### config.mk
export PLATFORM = sky130hd
export DESIGN_NAME = vanilla_barrier_seq
export DESIGN_NICKNAME = d
export VERILOG_FILES = /design/src/rtl/bsg_vanilla_pkg.sv /design/src/rtl/bsg_counter_clear_up.sv /design/src/rtl/vanilla_barrier_seq.sv
export SDC_FILE = /design/constraint.sdc
export NUM_CORES = 1
export LEC_CHECK = 0
export BUFFER_PORTS_ARGS = -buffer_cell sky130_fd_sc_hd__buf_4
export CAP_MARGIN = 15
export CORE_MARGIN = 2
export CORE_UTILIZATION = 45
export CTS_CLUSTER_SIZE = 28
export DETAILED_ROUTE_END_ITERATION = 8
export PLACE_DENSITY = 0.73
export SYNTH_ARGS = -nofsm -noshare
export SYNTH_HDL_FRONTEND = slang
export SYNTH_SLANG_ARGS = --single-unit
export TNS_END_PERCENT = 10
### constraint.sdc
create_clock -name clk_i -period 3.11 [get_ports clk_i]
set_input_delay 0.622 -clock clk_i [delete_from_list [all_inputs] [get_ports clk_i]]
set_output_delay 0.622 -clock clk_i [all_outputs]
set_load 0.05 [all_outputs]
### src/rtl/bsg_vanilla_pkg.sv
// Shared types for the vanilla core barrier sequencing logic.
package bsg_vanilla_pkg;

  typedef enum logic [1:0] {
    eBarIdle  = 2'd0,
    eBarArmed = 2'd1,
    eBarWait  = 2'd2
  } barrier_seq_state_e;

endpackage

### src/rtl/bsg_counter_clear_up.sv
// Wrapping up-counter with synchronous reset and synchronous clear.
module bsg_counter_clear_up #(
  parameter int width_p = 16
) (
  input  logic               clk_i,
  input  logic               reset_i,
  input  logic               clear_i,
  input  logic               up_i,
  output logic [width_p-1:0] count_o
);

  localparam logic [width_p-1:0] one_lp = width_p'(1);

  logic [width_p-1:0] count_q, count_d;

  // NOTE: every variable assigned in always_comb gets a default first, so no path leaves it unassigned and no latch is inferred.
  always_comb begin
    count_d = count_q;
    if (clear_i) count_d = '0;
    if (up_i)    count_d = count_d + one_lp;
  end

  // NOTE: state registers use non-blocking assignments so every flop samples pre-edge values regardless of statement order.
  always_ff @(posedge clk_i) begin
    if (reset_i) count_q <= '0;
    else         count_q <= count_d;
  end

  assign count_o = count_q;

endmodule

### src/rtl/vanilla_barrier_seq.sv
// Sequences barsend/barrecv for one vanilla core against the Pi/Po barrier bits:
// forwards the Pi toggle, stalls barrecv until Po==Pi, flags errors/timeouts, counts barriers.
module vanilla_barrier_seq
  import bsg_vanilla_pkg::*;
#(
  parameter int timeout_cycles_p = 0,
  parameter int wait_cnt_width_p = 16,
  parameter int bar_cnt_width_p  = 16
) (
  input  logic                        clk_i,
  input  logic                        reset_i,
  input  logic                        barsend_v_i,
  input  logic                        barrecv_v_i,
  input  logic                        csr_pi_we_i,
  input  logic                        pi_r_i,
  input  logic                        po_i,
  output logic                        barsend_o,
  output logic                        stall_o,
  output logic                        err_o,
  output logic                        timeout_o,
  output logic [wait_cnt_width_p-1:0] wait_cnt_o,
  output logic [bar_cnt_width_p-1:0]  bar_cnt_o
);

  localparam logic [wait_cnt_width_p-1:0] wait_one_lp = wait_cnt_width_p'(1);
  localparam logic [wait_cnt_width_p-1:0] timeout_lp  = wait_cnt_width_p'(timeout_cycles_p);
  // A threshold the saturating counter can never reach is treated as disabled.
  localparam bit timeout_en_lp = (timeout_cycles_p > 0) &&
    (longint'(timeout_cycles_p) < (longint'(1) << wait_cnt_width_p));

  barrier_seq_state_e state_q, state_d;
  logic err_q, err_d;
  logic timeout_q, timeout_d;
  logic [wait_cnt_width_p-1:0] wait_cnt_q, wait_cnt_d;

  logic po_match;
  logic send_fwd;
  logic stall;
  logic complete;

  always_comb begin
    state_d    = state_q;
    err_d      = err_q;
    timeout_d  = timeout_q;
    wait_cnt_d = wait_cnt_q;
    stall      = 1'b0;
    complete   = 1'b0;

    po_match = (po_i == pi_r_i);
    // A CSR write to Pi in the same cycle wins over barsend.
    send_fwd = barsend_v_i & ~csr_pi_we_i & (state_q != eBarWait);

    if (barsend_v_i & csr_pi_we_i)             err_d = 1'b1;
    if (csr_pi_we_i & (state_q != eBarIdle))   err_d = 1'b1;
    if (send_fwd & (state_q == eBarArmed))     err_d = 1'b1;

    case (state_q)
      eBarWait: begin
        stall = ~po_match;
        if (!barrecv_v_i) begin
          err_d   = 1'b1;
          state_d = eBarIdle;
        end else if (po_match) begin
          complete = 1'b1;
          state_d  = eBarIdle;
        end else if (wait_cnt_q != '1) begin
          wait_cnt_d = wait_cnt_q + wait_one_lp;
        end
      end
      default: begin
        if (barrecv_v_i) begin
          stall = ~po_match;
          if (po_match) begin
            complete = 1'b1;
            state_d  = eBarIdle;
          end else begin
            state_d    = eBarWait;
            wait_cnt_d = wait_one_lp;
          end
        end else if (send_fwd) begin
          state_d = eBarArmed;
        end
      end
    endcase

    // Timeout only flags; the stall is still released by Po alone.
    if (timeout_en_lp && (wait_cnt_d == timeout_lp)) timeout_d = 1'b1;

    barsend_o = send_fwd & ~reset_i;
    stall_o   = stall & ~reset_i;
  end

  always_ff @(posedge clk_i) begin
    if (reset_i) begin
      state_q    <= eBarIdle;
      err_q      <= 1'b0;
      timeout_q  <= 1'b0;
      wait_cnt_q <= '0;
    end else begin
      state_q    <= state_d;
      err_q      <= err_d;
      timeout_q  <= timeout_d;
      wait_cnt_q <= wait_cnt_d;
    end
  end

  bsg_counter_clear_up #(
    .width_p(bar_cnt_width_p)
  ) bar_counter (
    .clk_i  (clk_i),
    .reset_i(reset_i),
    .clear_i(1'b0),
    .up_i   (complete),
    .count_o(bar_cnt_o)
  );

  assign err_o      = err_q;
  assign timeout_o  = timeout_q;
  assign wait_cnt_o = wait_cnt_q;

endmodule

==> flow_metrics.tcl, run 1 <==
set metrics [dict create \
    outcome "finished, final reports clean" \
    synth-seq-cells 35 \
    endpoint_kind "output port" \
    clkLatencyLatePin_ns 0.29 \
    cts_made_buffers 5 \
    clk_pin_slew_ns 0.07 \
    routed_wirelength_um 4512 \
    synth_edf_count 0 \
    max_stage_delay_ns 0.35 \
    wl_per_cell_um 14.42 \
    regArea_um2 700.7 \
    cts_root_buf "clkbuf_8" \
    fin_area_um2 2337 \
    overflow 0 \
    core_area_um2 4029 \
    setup_viol 0 \
    r2r_slack_ns 1.06 \
    htree_levels 2 \
    ios 43 \
    hold_path.class "reg2reg" \
    grt_antenna_before_repair 0 \
    grtUsageTotal_pct 19.75 \
    rsz0062_at_grt "no" \
    holdPathStages 2 \
    grt_pass1_vias 1538 \
    synth_nets 234 \
    fp.dieH_um 68.84 \
    die_w_um 68.84 \
    post_synth.cell_area_avg_um2 8.408 \
    async_flop_share_pct 0 \
    critical_path_class "reg2out" \
    crit_fanout 6 \
    yosysWarnings 0 \
    fmax_mhz 472.6 \
    vias 1893 \
    portBuffers 41 \
    cts_post_setup_buffers_inserted 0 \
    layout.nets 271 \
    first_iter_violations 155 \
    pre_cts_slack_ns 0.9598 \
    viasPerCell 6.048 \
    peakVddDrop_mv 0.3420 \
    crit_family "flip-flops" \
    max_cap_viol_count 0 \
    synthFlopType "dfxtp_1" \
    cp.arrival_ns 1.49 \
    crit_buf_inv 1 \
    period_needed_ns 2.116 \
    r2r_cells 5 \
    holdPathEnd "bar_counter.count_o[15]" \
    dieArea_um2 4739 \
    multi_input_area_um2 1115 \
    rows 23 \
    place_inst 305 \
    grt_max_degree 40 \
    ant_nets 0 \
    cts_resized 0 \
    fin_cells 313 \
    drc 0 \
    maxSlewHeadroom_pct 44.61 \
    critical_path.slowest_cell "dfxtp_1" \
    synth_cell_type_count 44 \
    final_layout_size_suffix_gt1_share_pct 22.43 \
    hold_violations 0 \
    leakage_nw 0.8906 \
    required_ns 2.49 \
    finalCritPeriodShare_pct 68.03 \
    synth_area_um2 1892 \
    grt_pass1_wl_um 7024 \
    crit_chain "nand2b_1 > a211oi_1 > buf_4" \
    reg2reg_to "wait_cnt_o[7]" \
    tritoncts "built" \
    reg2reg_from "wait_cnt_o[0]" \
    setup_tns_ns 0 \
    holdCritStartpoint "bar_counter.count_o[15]" \
    setup_ws_ns 0.9942 \
    dr.pass1.iters 4 \
    final_cell_mix "buf_4 (43), dfxtp_1 (35), nor2_1 (16)" \
    cts_num_sinks 35 \
    cp-start-kind "register" \
    p_per_area_nw_per_um2 420.3 \
    initial_core_util_pct 46.96 \
    synth_cells 225 \
    postCtsHoldBufs 0 \
    slew_viol_final 0 \
    tightest_slew_ns 0.8278 \
    final_common_cell "buf_4" \
    cts_buffer_depth 2 \
    dpl.hpwl_um 3028 \
    clock_skew_ns 0.006194 \
    area_delta_synth_final_pct 23.54 \
    nFillCells 379 \
    dpl-instance-area_um2 2220 \
    place.gp.congestion 0.7863 \
    antenna_cells 0 \
    synth_seq_area_share_pct 37.04 \
]
[worst min-delay path, delay by kind of cell (launching register included)]
family,cells,cell delay (ns)
AOI/OAI and AO/OA,2,0.12
DFF,1,0.32
[cell families after synthesis]
family | count (synthesis) | share of synthesized area, %
flip-flops | 35 | 37.04
buffers and inverters | 18 | 4.035
XOR/XNOR | 9 | 4.167
AO/OA/AOI/OAI | 60 | 21.16
multiplexers | 1 | 0.5291
other | 1 | 0.1982
AND/OR/NAND/NOR | 99 | 31.55
adder cells (fa/ha/maj) | 2 | 1.323
[metrics by stage]
step / power (mW) / hold WS, ns / utilization (%)
floorplan: 0.5329 / 0.4940 / -
global placement: 0.5602 / 0.4696 / 55.09
detailed placement: 0.5610 / 0.4818 / 55.09
CTS: 0.9907 / 0.4921 / 58.01
global route: 1.012 / 0.5069 / 58.01
finish: 0.9823 / 0.4884 / 58.01
[state kept, by name, indices dropped and copies added (netlist names)]
| signal | flops |
|---|---|
| wait_cnt_o | 16 |
| state_q | 2 |
| err_o | 1 |
| bar_counter.count_o | 16 |
[worst max-delay path by stage]
stage	depth (start not counted)	slack (ns)	start	to
3_5_place_dp	6	0.96	pi_r_i	bar_counter.count_o[15]
4_1_cts	3	0.98	state_q[0]	stall_o
5_1_grt	5	0.91	wait_cnt_o[0]	wait_cnt_o[6]
3_3_place_gp	6	1.0	pi_r_i	bar_counter.count_o[15]
6_report	3	0.99	state_q[0]	stall_o
2_1_floorplan	3	0.32	reset_i	stall_o
[final cells by class]
type	instances	share of cell area [%]
Tap cell	50	2.677
Clock buffer	6	3.533
Inverter	5	0.8030
Timing Repair Buffer	43	13.81
Clock inverter	2	1.499
Sequential cell	35	29.98
Multi-Input combinational cell	172	47.70
[layer usage]
metal | wire [um] | vias up | GRT usage (%)
li1 | - | 944 | -
met1 | 2220 | 904 | 26.70
met2 | 2035 | 38 | 30.41
met3 | 187 | 7 | 3.896
met4 | 69 | 0 | 8.824
met5 | 0 | - | 0
[synthesized netlist by cell type (2+ instances only)]
cell / number / share of area [%]
a41oi_1: 6 / 2.8
inv_1: 5 / 0.99
o31ai_1: 5 / 2.0
o21a_1: 2 / 0.79
buf_2: 4 / 1.1
nor2b_1: 2 / 0.66
ha_1: 2 / 1.3
or3_1: 5 / 1.7
or4_1: 10 / 4.0
a21oi_1: 14 / 3.7
o21ai_0: 8 / 2.1
and3_1: 6 / 2.0
and2_1: 2 / 0.66
nand2_1: 15 / 3.0
a31oi_1: 9 / 3.0
o211ai_1: 6 / 2.4
clkbuf_1: 7 / 1.4
xor2_1: 8 / 3.7
dfxtp_1: 35 / 37
nand2b_1: 4 / 1.3
nand4_4: 2 / 2.2
nand3_1: 14 / 3.7
nor2_1: 16 / 3.2
and4_1: 4 / 1.9
nand4_1: 10 / 3.3
nor3_1: 3 / 0.79
a211oi_1: 4 / 1.6
[where the power goes]
group	internal (mW)	total, mW	switching, mW
Combinational	0.0283	0.0914	0.0631
Clock	0.259	0.431	0.172
Sequential	0.454	0.460	0.00616
(Power assumes the default switching activity.)
==> run 2: changes to the inputs <==
- ABC_AREA: default -> 1
- clock period: 3.11 -> 2.1 ns (I/O delays scaled with it)
==> flow_metrics.tcl, run 2 <==
set metrics [dict create \
    synth_nets 342 \
    setup_tns_ns 0 \
    cp-startpoint "state_q[1]" \
    drc 0 \
    final_common_cell "nand2_1" \
    hold_path.class "in2reg" \
    post_synth.cell_area_avg_um2 6.282 \
    synth_cell_type_count 30 \
    critical_path_class "reg2out" \
    outcome "finished, final reports clean" \
    synthFlopType "dfxtp_1" \
    synth.area.top_cells "dfxtp_1 (33%), nand2_1 (15%), inv_1 (9.0%)" \
    synth-seq-cells 35 \
    cp.arrival_ns 1.44 \
    grt_antenna_before_repair 0 \
    portBuffers 41 \
    hold_violations 0 \
    setup_viol 0 \
    initial_core_util_pct 47.39 \
    cp-endpoint "stall_o" \
    slew_viol_final 0 \
    nFillCells 436 \
    clkLatencyLatePin_ns 0.30 \
    finalCritPeriodShare_pct 88.58 \
    final_layout_size_suffix_gt1_share_pct 19.16 \
    crit_fanout 3 \
    final_cell_mix "nand2_1 (85), inv_1 (50), nor2_1 (47), buf_4 (47), dfxtp_1 (35)" \
    layout.nets 389 \
    async_flop_share_pct 0 \
    synth_cells 333 \
    grtUsageTotal_pct 20.13 \
    max_cap_viol_count 0 \
    synth_edf_count 0 \
    dr.pass1.iters 4 \
    reg2reg_to "wait_cnt_o[5]" \
    rsz0062_at_grt "no" \
    cp-start-kind "register" \
    fmax_mhz 537.6 \
    period_needed_ns 1.860 \
    grt_max_degree 19 \
    power.share.sequential_pct 48.1 \
    power.total_mw 1.450 \
    synth_area_leader_cell "dfxtp_1" \
    clk_pin_slew_ns 0.08 \
    p_int_mw 1.012 \
    p_per_area_nw_per_um2 568.5 \
    vias 2160 \
    first_iter_violations 110 \
    synth_area_um2 2092 \
    synth_top_area_share_pct 33.49 \
    cts_num_sinks 35 \
    setup_ws_ns 0.2399 \
    peakVddDrop_mv 0.3898 \
    cts_root_buf "clkbuf_8" \
    cts_post_setup_buffers_inserted 0 \
    core_area_um2 4414 \
    routed_wirelength_um 4975 \
    power_switching_uw 437.8 \
    dieArea_um2 5210 \
    ios 43 \
    die_w_um 72.18 \
    pre_cts_slack_ns 0.4069 \
    rows 24 \
    r2r_slack_ns 0.40 \
    cts_made_buffers 5 \
    synth_most_common_cell "nand2_1" \
    viasPerCell 4.988 \
    antenna_cells 0 \
    tritoncts "built" \
    switching_share_pct 30.19 \
    synth_seq_area_share_pct 33.49 \
    place.gp.congestion 0.8619 \
    final_util_pct 57.79 \
    place_inst 425 \
    power_frac_comb_pct 14.1 \
    grt_pass1_wl_um 8321 \
    clock_skew_ns 0.005181 \
    pwr-share-clk_pct 37.7 \
    reg2reg_from "wait_cnt_o[0]" \
    cts_buffer_depth 2 \
    fp.dieH_um 72.18 \
    dpl.hpwl_um 3728 \
    required_ns 1.68 \
    r2r_cells 11 \
    synth_common_cells "nand2_1 (85), inv_1 (50), nor2_1 (47)" \
    area_delta_synth_final_pct 21.95 \
    grt_pass1_vias 1912 \
    fin_cells 433 \
    htree_levels 2 \
    ant_nets 0 \
    leakage_nw 1.138 \
    cts_resized 0 \
    endpoint_kind "output port" \
    postCtsHoldBufs 0 \
    yosysWarnings 0 \
    wl_per_cell_um 11.49 \
    overflow 0 \
]
run 2: power by group through the flow:
stage	logic, mW	registers [mW]	clock network, mW
2_1_floorplan	0.107	0.751	0
3_3_place_gp	0.202	0.713	0
3_5_place_dp	0.205	0.713	0
4_1_cts	0.205	0.698	0.561
5_1_grt	0.224	0.700	0.577
6_report	0.205	0.698	0.547
run 2: cell type report:
type                       instances  area [um2]  share of cell area [%]
tap                               52       65.06                   2.550
timing repair buffer              47       352.8                   13.83
inverter                          52       195.2                   7.651
clock inverter                     2       16.27                  0.6376
clock buffer                       6       82.58                   3.237
multi-input combinational        239        1139                   44.63
sequential                        35       700.7                   27.46
run 2: cells by family after synthesis:
logic type / after synthesis / share of synthesized area, %
xor+xnor: 1 / 0.4187
buf+inv: 59 / 12.08
simple gates: 197 / 42.94
flops: 35 / 33.49
compound gates: 38 / 9.689
fa+ha+maj: 2 / 1.196
other cells: 1 / 0.1793
run 2: layer usage:
layer / share of wire, % / global-route usage, %
met5: 0 / 0
met4: 1.2 / 6.918
met3: 4.0 / 4.028
met2: 50 / 35.68
met1: 45 / 24.12
run 2: worst min path at each step:
stage	slack (ns)	to	startpoint	cells past startpoint
finish	0.38	wait_cnt_o[1]	reset_i	2
global route	0.39	state_q[1]	reset_i	2
floorplan	0.45	state_q[1]	state_q[1]	2
detailed placement	0.46	bar_counter.count_o[4]	bar_counter.count_o[4]	2
CTS	0.37	wait_cnt_o[1]	reset_i	2
global placement	0.45	bar_counter.count_o[4]	bar_counter.count_o[4]	2
run 2: through the flow:
| step | cell area (um2) | hold WS [ns] |
|---|---|---|
| after global placement | 2452 | 0.4504 |
| after CTS | 2551 | 0.3729 |
| after floorplan | 2092 | 0.4538 |
| final | 2551 | 0.3766 |
| after detailed placement | 2452 | 0.4612 |
| after global routing | 2551 | 0.3878 |
run 2: critical path, cell delays in order (launching register included):
cell and delay (ns):
dfxtp_1 0.37, inv_1 0.09, nor2_2 0.14, clkinv_1 0.10, nand2_1 0.10, nand2_1 0.05
nor2_1 0.09, buf_4 0.20
